`src/rtl/action_event_tx.sv`:
```
// action_event_tx: queues every change of the action code and sends each one as an
// 11-bit frame (start, 8 data bits LSB first, even parity, stop) on a single serial line.
module action_event_tx #(
    parameter int DEPTH     = 4,
    parameter int BIT_TICKS = 1
) (
    input  logic                     clk_model,
    input  logic                     rst_n,
    input  logic [7:0]               action,
    input  logic                     enable,
    input  logic                     clr_overflow,
    output logic                     tx,
    output logic                     busy,
    output logic                     overflow,
    output logic [$clog2(DEPTH):0]   fifo_level
);
    localparam int AW = $clog2(DEPTH);
    localparam logic [3:0] LAST = 4'(BIT_TICKS - 1);

    typedef enum logic [2:0] {IDLE, START, DATA, PARITY, STOP} state_t;

    state_t        state_q, state_d;
    logic [7:0]    mem [DEPTH];
    logic [7:0]    prev_q, prev_d, shift_q, shift_d;
    logic [AW-1:0] wr_q, wr_d, rd_q, rd_d;
    logic [AW:0]   level_q, level_d;
    logic [3:0]    tick_q, tick_d;
    logic [2:0]    idx_q, idx_d;
    logic          par_q, par_d, overflow_q, overflow_d, tx_q, tx_d;
    logic          last, push, pop, accept;

    always_comb begin
        last       = tick_q == LAST;
        push       = enable && action != prev_q;
        pop        = level_q != '0 && (state_q == IDLE || (state_q == STOP && last));
        // a pop on the same edge frees a slot, so a push into a full FIFO is still accepted
        accept     = push && (level_q != (AW+1)'(DEPTH) || pop);
        prev_d     = action;
        wr_d       = accept ? wr_q + 1'b1 : wr_q;
        rd_d       = pop ? rd_q + 1'b1 : rd_q;
        level_d    = level_q + (AW+1)'(accept) - (AW+1)'(pop);
        overflow_d = (push && !accept) || (overflow_q && !clr_overflow);
        state_d    = state_q;
        tick_d     = last ? '0 : tick_q + 1'b1;
        idx_d      = idx_q;
        shift_d    = shift_q;
        par_d      = par_q;
        case (state_q)
            IDLE:    tick_d = '0;
            START:   if (last) state_d = DATA;
            DATA: if (last) begin
                shift_d = shift_q >> 1;
                idx_d   = idx_q + 1'b1;
                if (idx_q == 3'd7) state_d = PARITY;
            end
            PARITY:  if (last) state_d = STOP;
            STOP:    if (last) state_d = IDLE;
            default: state_d = IDLE;
        endcase
        if (pop) begin
            state_d = START;
            shift_d = mem[rd_q];
            par_d   = ^mem[rd_q];
            tick_d  = '0;
        end
        tx_d = state_d == START  ? 1'b0 :
               state_d == DATA   ? shift_d[0] :
               state_d == PARITY ? par_d : 1'b1;
    end

    always_ff @(posedge clk_model or negedge rst_n) begin
        if (!rst_n) begin
            state_q    <= IDLE;
            prev_q     <= '0;
            shift_q    <= '0;
            wr_q       <= '0;
            rd_q       <= '0;
            level_q    <= '0;
            tick_q     <= '0;
            idx_q      <= '0;
            par_q      <= 1'b0;
            overflow_q <= 1'b0;
            tx_q       <= 1'b1;
        end else begin
            state_q    <= state_d;
            prev_q     <= prev_d;
            shift_q    <= shift_d;
            wr_q       <= wr_d;
            rd_q       <= rd_d;
            level_q    <= level_d;
            tick_q     <= tick_d;
            idx_q      <= idx_d;
            par_q      <= par_d;
            overflow_q <= overflow_d;
            tx_q       <= tx_d;
        end
    end

    always_ff @(posedge clk_model) begin
        if (accept) mem[wr_q] <= action;
    end

    assign tx         = tx_q;
    assign busy       = state_q != IDLE;
    assign overflow   = overflow_q;
    assign fifo_level = level_q;
endmodule

```
`config.mk`:
```
export PLATFORM = sky130hd
export DESIGN_NAME = action_event_tx
export DESIGN_NICKNAME = d
export VERILOG_FILES = /design/src/rtl/action_event_tx.sv
export SDC_FILE = /design/constraint.sdc
export NUM_CORES = 1
export LEC_CHECK = 0
export CAP_MARGIN = 10
export CORE_ASPECT_RATIO = 0.9
export CORE_MARGIN = 3
export CORE_UTILIZATION = 45
export DETAILED_ROUTE_END_ITERATION = 7
export GPL_ROUTABILITY_DRIVEN = 0
export GPL_TIMING_DRIVEN = 0
export PLACE_DENSITY_LB_ADDON = 0.12
export SETUP_SLACK_MARGIN = 0.15
export SLEW_MARGIN = 20
export SYNTH_ARGS = -nofsm -noshare
export SYNTH_HDL_FRONTEND = slang
export SYNTH_SLANG_ARGS = --single-unit
```
`constraint.sdc`:
```
create_clock -name clk_model -period 4.5 [get_ports clk_model]
set_input_delay 1.125 -clock clk_model [delete_from_list [all_inputs] [get_ports clk_model]]
set_output_delay 1.125 -clock clk_model [all_outputs]
set_load 0.1 [all_outputs]
```
## Word level (Yosys, flattened, before mapping)

Memories as Yosys holds them, arrays and structs flattened.
Index checks and enable logic that the tools add are counted.

- Add/sub/neg operators: 6
- Reduce and logical (&&, ||, !) cells: 20
- Muxes and demuxes: 19
- Equal/unequal tests: 10

Operators with widths:

| operator | count |
|---|---|
| two-way mux 8 bit | 3 |
| two-way mux 3 bit | 6 |
| case mux 3 bit (5 select lines) | 1 |
| == test 3 x 2 -> 1 bit (second input constant) | 4 |
| two-way mux 4 bit | 3 |
| inequality test 8 bit | 1 |
| XOR reduction 8 bit | 1 |
| == test 3 x 1 -> 1 bit (second input constant) | 2 |
| == test 3 bit (second input constant) | 2 |
| logical AND 1 bit | 6 |
| two-way mux 1 bit | 6 |
| nonzero test 3 bit | 2 |
| adder 2 x 1 -> 2 bit (second input constant) | 2 |
| adder 4 x 1 -> 4 bit (second input constant) | 1 |
| zero test 4 bit | 1 |
| AND reduction 2 bit | 2 |
| nonzero test 2 bit | 2 |
| adder 3 x 1 -> 3 bit | 1 |
| adder 3 x 1 -> 3 bit (second input constant) | 1 |
| zero test 3 bit | 1 |
| logical OR 1 bit | 3 |
| inequality test 3 bit (second input constant) | 1 |
| subtractor 3 x 1 -> 3 bit | 1 |
| zero test 1 bit | 2 |

- Bits in writable memories: 32
- Register bits after elaboration: 36
- Memories: 1
- Bits of input ports: 12
- Logic and storage cells: 68
- Output and inout port bits: 6

Memories:

| name | words | bits a word | read ports | clocked after Yosys merged registers in | write ports | line | source |
|---|---|---|---|---|---|---|---|
| mem | 4 | 8 | 1 | 0 | 1 | 23 | `logic [7:0] mem [DEPTH];` |

## Logic depth before layout (Yosys ltp)

Gate-level depths: netlist of run 1.

- Word-level depth: 9
- Mapped depth: 14
- Mapped depth without buffers: 13

## Least setup slack after synthesis of run 1

No wires, ideal clock.

- Path type: in2reg
- Start point: input action[2]
- End point: register level_q[2], in the netlist fifo_level[2]
- Arrival time: 2,856 ps
- Stages on the path: 11
- Library setup time: 127 ps
- Slack: 1,517 ps
- Required time: 4,373 ps
- Buffers on the path: 0
- Cell sequence: xnor2_1 nand4_1 o21ai_0 and2b_4 inv_1 ha_1 inv_1 ha_1 fa_1 xnor2_1 xnor2_1

- Longest elaborated chain between the ends: 5

RTL lines:

| element | line | source |
|---|---|---|
| from (decl) | 9 | `input logic [7:0] action,` |
| inequality test 8 bit | 34 | `push = enable && action != prev_q;` |
| logical AND 1 bit | 34 |  |
| logical AND 1 bit | 37 | `accept = push && (level_q != (AW+1)'(DEPTH) \|\| pop);` |
| adder 3 x 1 -> 3 bit | 41 | `level_d = level_q + (AW+1)'(accept) - (AW+1)'(pop);` |
| subtractor 3 x 1 -> 3 bit | 41 |  |
| named net level_d[2] | 26 | `logic [AW:0] level_q, level_d;` |
| to (signal assigned) | 90 | `level_q <= level_d;` |
| to (decl) | 26 |  |

The timed path passes the listed nets, and every way through them passes these cells.
A chain may end at the register's enable or synchronous reset.

## Worst setup path in the final report of run 1

- Start point: input action[6]
- End point: register level_q[2], in the netlist fifo_level[2]

The elaborated chain is that of the path after synthesis.

==> results_dict.tcl, run 1 <==
set metrics [dict create \
    hpwlAfterDp_mm 3.43 \
    hold_path_class "flip-flop to flip-flop" \
    path_cells "clkdlybuf4s50_1, xnor2_1, nand4_1, o21ai_0, and2b_4, inv_1, ha_1, inv_1, ha_1, fa_1, xnor2_1, xnor2_1" \
    clock_skew_ns 0.0106 \
    wirelength_mm 4.92 \
    syn_nets 224 \
    grt_pass1_vias 1744 \
    clkTransAtPathRegs_ns 0.07 \
    initial_core_util 0.469 \
    yosysSeqAreaShare 0.646 \
    arrival_ns 3.63 \
    rsz0062_at_grt "false" \
    numClockSinks 68 \
    drt_iter0_drc 90 \
    die-width_um 90.4 \
    max_stage_delay_ns 0.61 \
    min_period_over_period 0.757 \
    critPathKind "input port to flip-flop" \
    max_slew_margin 0.352 \
    p_leak_uw 0.00134 \
    cp_slowest_cell "clkdlybuf4s50_1" \
    crit_fanout 7 \
    vias 1596 \
    row_count 27 \
    layout.nets 253 \
    end_kind "flip-flop" \
    cap_violations 0 \
    ys_types 37 \
    first_pass_iters 4 \
    portBuffers 17 \
    ys_warn_count 0 \
    synthArstFlopShare 0.529 \
    synth_area_mm2 0.00288 \
    drc_errors 0 \
    cts_resized 0 \
    p_per_area_mw_per_mm2 745 \
    area_delta_synth_final_pct 17.8 \
    htreeDepth 3 \
    yosys.area.top_type "edfxtp_1" \
    required_ns 4.72 \
    period_minus_slack_ns 3.41 \
    track_usage 0.154 \
    io_pins 18 \
    die_h_um 81.9 \
    clock_latency_ns 0.34 \
    cts_buffers 9 \
    cts_buffer_depth 2 \
    synth_area_leaders "edfxtp_1 33%, dfrtp_1 30%, xnor2_1 7.0%" \
    n_antenna_cell 0 \
    drive_gt1_frac 0.162 \
    synth_edf_count 32 \
    overflow 0 \
    finalSetupTns_ns 0 \
    cp_top_family "buffers and inverters" \
    crit_path_start_kind "input port" \
    drv_slew 0 \
    status "finished, final reports clean" \
    antenna_found_initial 0 \
    synth_flop_cell "dfrtp_1" \
    fmax_mhz 293 \
    wire_per_inst_um 15.3 \
    cts_tree "done" \
    via_per_inst 4.96 \
    finalSetupViolCount 0 \
    cts_hold_buf 0 \
    ant_nets 0 \
    place_ws_ns 0.723 \
    hold_viol 0 \
    irDropWorstVdd_v 0.000344 \
    cts-root-buf "clkbuf_8" \
    ys_seq_elements 68 \
    dieArea_mm2 0.00741 \
    coreArea_mm2 0.00615 \
    setup_slack_ns 1.09 \
    yosys.area.top_type_share 0.333 \
    cpMostUsedCell "xnor2_1" \
    cp_num_buf_inv 3 \
    grt_pass1_wl_mm 8.37 \
    tightest_slew_ns 0.970 \
    post_cts_buffers 0 \
    avgSynthCellArea_um2 14.3 \
    synth_cells 201 \
    grt_start_max_net_pins 23 \
]
where the power goes:
group / internal [uW] / switching (uW) / total, uW / leakage (uW)
registers: 841 / 91.3 / 933 / 0.000729
clock network: 287 / 228 / 515 / 0.000106
logic: 435 / 650 / 1080 / 0.000510
total: 1560 / 969 / 2530 / 0.00134
final timing paths:
| path | slack (ns) | from | endpoint | cells past startpoint |
|---|---|---|---|---|
| min in group asynchronous | 0.70 | rst_n | shift_q[1]$_DFFE_PN0P_ | 1 |
| setup / recovery | 1.09 | action[6] | fifo_level[2]$_DFF_PN0_ | 12 |
| max in group asynchronous | 3.36 | rst_n | fifo_level[2]$_DFF_PN0_ | 2 |
| hold / removal | 0.49 | idx_q[0]$_DFFE_PN0P_ | idx_q[0]$_DFFE_PN0P_ | 1 |
| setup reg to reg | 1.52 | tick_q[0]$_DFF_PN0_ | fifo_level[2]$_DFF_PN0_ | 14 |
| hold reg to reg | 0.49 | idx_q[0]$_DFFE_PN0P_ | idx_q[0]$_DFFE_PN0P_ | 1 |
cell families after synthesis:
group                    count (synthesis)  synth area share
XOR/XNOR                                23            0.0698
flip-flops                              68             0.646
multiplexers                            10            0.0711
buffers and inverters                   16            0.0256
AO/OA/AOI/OAI                           17            0.0390
AND/OR/NAND/NOR                         56            0.0981
adder cells (fa/ha/maj)                 11            0.0503
synthesized netlist by cell type (2+ instances only):
library cell,instances
dfrtp_1,35
edfxtp_1,32
nand2_1,23
xnor2_1,23
inv_1,11
ha_1,10
mux4_2,8
nor2_1,8
and2_1,6
nand3_1,6
a31oi_1,4
or3_1,4
a21oi_1,3
o21ai_0,3
a22oi_1,2
nand4_1,2
sequential cells by signal, indices dropped and copies added, names as in the netlist:
register,flops
fifo_level,3
idx_q,3
mem,32
overflow,1
par_q,1
prev_q,8
rd_q,2
shift_q,8
state_q,3
tick_q,4
tx,1
wr_q,2
final cells by class:
type / instances / area (um2)
Sequential cell: 68 / 1860
Tap cell: 87 / 109
Multi-Input combinational cell: 117 / 947
Clock buffer: 11 / 151
Inverter: 11 / 41.3
Timing Repair Buffer: 18 / 193
Fill cell: 512 / 2750
Buffer: 5 / 32.5
Clock inverter: 5 / 60.1
placed cells by master (no fill, tap or decap), types with 2 or more instances in the layout:
master and instances:
o21ai_0 3, clkinv_4 2, nand3_1 6, dfrtp_1 35, inv_1 11, xnor2_1 23
a31oi_1 4, ha_1 10, or3_1 4, buf_2 2, nor2_1 8, clkbuf_8 11
nand4_1 2, edfxtp_1 32, mux4_2 8, and2_1 6, a22oi_1 2, nand2_1 23
a21oi_1 3, clkdlybuf4s50_1 16
through the flow:
step | cells | power (uW) | util | cell area, um2 | hold slack, ns
6_report | 322 | 2530 | 0.553 | 3400 | 0.485
5_1_grt | 322 | 2710 | 0.553 | 3400 | 0.508
4_1_cts | 322 | 2560 | 0.553 | 3400 | 0.490
3_5_place_dp | 306 | 2040 | 0.518 | 3190 | 0.472
3_3_place_gp | 305 | 1990 | 0.514 | 3160 | 0.463
2_1_floorplan | 201 | 1790 | - | 2880 | 0.449
per-layer routing:
metal | wire, um | track usage | part of all wire | up-vias
li1 | - | - | - | 762
met1 | 2230 | 0.174 | 0.45 | 795
met2 | 2410 | 0.267 | 0.49 | 27
met3 | 176 | 0.0604 | 0.036 | 12
met4 | 107 | 0.0627 | 0.022 | 0
met5 | 0 | 0 | 0 | -
Note: power is estimated with default switching activity, not from simulation.
==> inputs of run 2 (changes only) <==
- clock period: 4.5 -> 3.11 ns (I/O delays scaled with it)
==> results_dict.tcl, run 2 (synthesis results as in run 1) <==
set metrics [dict create \
    status "finished, final reports clean" \
    min_period_over_period 0.918 \
    max_stage_delay_ns 0.56 \
    htreeDepth 3 \
    regMostFlops "mem" \
    finalSetupTns_ns 0 \
    wire_per_inst_um 15.3 \
    p_leak_uw 0.00138 \
    drt_iter0_drc 83 \
    crit-reg2reg-launch "tick_q[1]$_DFF_PN0_" \
    end_kind "flip-flop" \
    rsz0062_at_grt "true" \
    irDropWorstVdd_v 0.000504 \
    ant_nets 0 \
    clkTransAtPathRegs_ns 0.07 \
    coreArea_mm2 0.00615 \
    hpwlAfterDp_mm 3.43 \
    finalSetupViolCount 0 \
    cts-root-buf "clkbuf_8" \
    tightest_slew_ns 0.969 \
    wirelength_mm 4.99 \
    first_pass_iters 4 \
    layout_commonest_cell "dfrtp_1" \
    numClockSinks 68 \
    cp_num_buf_inv 3 \
    path_cells "clkdlybuf4s50_1, xnor2_1, nand4_1, o21ai_2, and2b_4, inv_2, ha_4, inv_2, ha_4, fa_2, xnor2_2, xnor2_1" \
    worstSetupStartpoint "action[3]" \
    largestRegisters "mem: 32 flops, prev_q: 8 flops, shift_q: 8 flops" \
    die_h_um 81.9 \
    track_usage 0.154 \
    met1Wirelength_mm 2.23 \
    p_per_area_mw_per_mm2 1070 \
    cts_tree "done" \
    cts_hold_buf 0 \
    antenna_found_initial 0 \
    largest_register_ffs 32 \
    crit_path_start_kind "input port" \
    cts_buffer_depth 2 \
    overflow 0 \
    initial_core_util 0.469 \
    met2_length_mm 2.51 \
    required_ns 3.32 \
    vias 1622 \
    cts_buffers 9 \
    dpl_cell_area_mm2 0.00319 \
    grt_pass1_vias 1750 \
    place_ws_ns -0.319 \
    crit_fanout 6 \
    cap_violations 0 \
    hold_viol 0 \
    fmax_mhz 350 \
    top_layer_used "met4" \
    critPathKind "input port to flip-flop" \
    row_count 27 \
    area_delta_synth_final_pct 20.9 \
    clock_latency_ns 0.33 \
    grt_start_max_net_pins 23 \
    arrival_ns 3.07 \
    stdcell_area_mm2 0.00349 \
    setup_slack_ns 0.255 \
    via_per_inst 4.96 \
    period_minus_slack_ns 2.85 \
    die-width_um 90.4 \
    portBuffers 17 \
    drv_slew 0 \
    dieArea_mm2 0.00741 \
    final_core_util 0.567 \
    hold_path_class "input port to async pin" \
    cp_slowest_cell "clkdlybuf4s50_1" \
    wl_met3_um 183 \
    drive_gt1_frac 0.221 \
    n_antenna_cell 0 \
    max_slew_margin 0.352 \
    layout_common_cells "35 x dfrtp_1, 32 x edfxtp_1, 23 x nand2_1" \
    cp_top_family "buffers and inverters" \
    clock_skew_ns 0.0105 \
    drc_errors 0 \
    io_pins 18 \
    layout.nets 258 \
    grt_pass1_wl_mm 8.39 \
]
run 2: layout make-up:
| type | count | area [um2] |
|---|---|---|
| Buffer | 5 | 32.5 |
| Clock buffer | 11 | 151 |
| Clock inverter | 5 | 60.1 |
| Fill cell | 500 | 2660 |
| Inverter | 11 | 41.3 |
| Multi-Input combinational cell | 117 | 998 |
| Sequential cell | 68 | 1860 |
| Tap cell | 87 | 109 |
| Timing Repair Buffer | 23 | 230 |
run 2: worst paths after layout:
check / end / slack [ns] / depth (start not counted)
setup / recovery: fifo_level[2]$_DFF_PN0_ / 0.26 / 12
hold / removal: shift_q[1]$_DFFE_PN0P_ / 0.36 / 1
setup reg to reg: fifo_level[2]$_DFF_PN0_ / 0.27 / 14
hold reg to reg: tick_q[0]$_DFF_PN0_ / 0.48 / 1
max in group asynchronous: fifo_level[2]$_DFF_PN0_ / 2.31 / 2
min in group clk_model: tick_q[0]$_DFF_PN0_ / 0.48 / 1
run 2: routing by layer:
layer	GRT usage	vias to the layer above
met4	0.0642	0
met1	0.172	820
met3	0.0632	4
met2	0.268	25
met5	0	-
li1	-	773
run 2: stage by stage:
stage / hold WS [ns] / std cells / power (uW)
detailed placement: 0.472 / 306 / 2960
global placement: 0.463 / 305 / 2890
finish: 0.355 / 327 / 3730
floorplan: 0.449 / 201 / 2590
global route: 0.351 / 327 / 3990
CTS: 0.346 / 322 / 3710
run 2: what timing repair did:
action / in CTS / in global routing
gates resized for setup: 4 / 12
pin swaps: 0 / 7
endpoints found under the setup margin: 2 / 1
setup buffers: 0 / 5
run 2: power by group:
group          total, uW  internal (uW)  switching (uW)  leakage [uW]
Sequential          1360           1220             141      0.000729
Clock                740            415             325      0.000106
Combinational       1630            668             961      0.000549
Total               3730           2300            1430       0.00138
==> edit (flow settings as in run 2) <==
Put one more register stage on the output `tx`, with the module's reset. The value now appears one clock later. The other outputs are not delayed to match.
--- a/src/rtl/action_event_tx.sv
+++ b/src/rtl/action_event_tx.sv
@@ -100,7 +100,13 @@
         if (accept) mem[wr_q] <= action;
     end
 
-    assign tx         = tx_q;
+    always_ff @(posedge clk_model or negedge rst_n) begin
+        if (!rst_n) begin
+            tx <= '0;
+        end else begin
+            tx <= tx_q;
+        end
+    end
     assign busy       = state_q != IDLE;
     assign overflow   = overflow_q;
     assign fifo_level = level_q;
Formal check against the unedited RTL: not equivalent (Yosys sat finds a counterexample within 4 cycles, from zero or initial values and one cycle with rst_n low).
==> edit against run 2 <==
Power rose by 2.5%. Synthesized area rose by 0.87%. Die area rose by 0.81%. First-iteration DRC count fell by 27%. Design area rose by 0.29%. Sequential cell count rose by 1. Worst setup slack got worse by 0.0012 ns. Wire length fell by 1.5%. Count of clock-buffer cells in the layout fell by 2.
==> edit: results <==
group,metric,value,unit
synth,synthTopCellsByCount,"dfrtp_1 (36), edfxtp_1 (32), xnor2_1 (23), nand2_1 (21)",
sta,fin_ws,0.254,ns
worst_setup_path,cp-startpoint,"tick_q[0]$_DFF_PN0_",
synth,ys_seq_area_frac,0.649,
finish,drive_gt1_frac,0.197,
finish,nets,257,
sta,fin_skew,0.0123,ns
global_routing,grt_util_all_layers,0.149,
power_and_ir_drop,switching_share,0.383,
finish,nFillCells,503,
worst_setup_path,r2r_slack,0.25,ns
sta,holdWs,0.379,ns
place,hpwl,3.45,mm
detailed_routing,drt_iter0_drc,61,
detailed_routing,avgViaCountPerCell,4.97,
synth,synthArstFlopShare,0.536,
clock_network,clkLatencyLatePin,0.35,ns
detailed_routing,drt-total-wl,4.91,mm
finish,finalNonFillerCells,326,
worst_setup_path,critical-path-top-delay-family,"adder cells",
run_status,status,"completed",
power_and_ir_drop,leakage,0.00140,µW
place,place_ws,-0.226,ns
synth,synth_compound_gate_area_share,0.0426,
sta,relSlewSlack,0.342,
global_routing,grt_max_degree,21,
power_and_ir_drop,peakVddDrop,0.481,mV
edit: cell types whose count changed after synthesis, moves of 2 or more:
| cell | before | now |
|---|---|---|
| inv_1 | 11 | 9 |
| inv_2 | 0 | 2 |
| nand2_1 | 23 | 21 |
| nor2_1 | 8 | 10 |
edit: layout make-up:
cell class | count | area (µm²) | share of cell area
Timing Repair Buffer | 21 | 214 | 0.0612
Clock buffer | 9 | 124 | 0.0354
Tap cell | 87 | 109 | 0.0311
Clock inverter | 7 | 106 | 0.0304
Inverter | 11 | 41.3 | 0.0118
Sequential cell | 69 | 1890 | 0.540
Multi-Input combinational cell | 117 | 980 | 0.280
Buffer | 5 | 33.8 | 0.00966
edit: repair_timing:
item	CTS	global route
pin swaps	0	1
gates resized for setup	1	6
setup buffers	1	2
endpoints found under the setup margin	2	1
hold endpoints to repair	0	0
edit: per-layer routing:
metal  up-vias  wire length (µm)  global-route usage
met3         8               169              0.0516
met5         -                 0                   0
met4         0                93              0.0688
met1       811              2100               0.179
met2        26              2550               0.246
li1        774                 -                   -
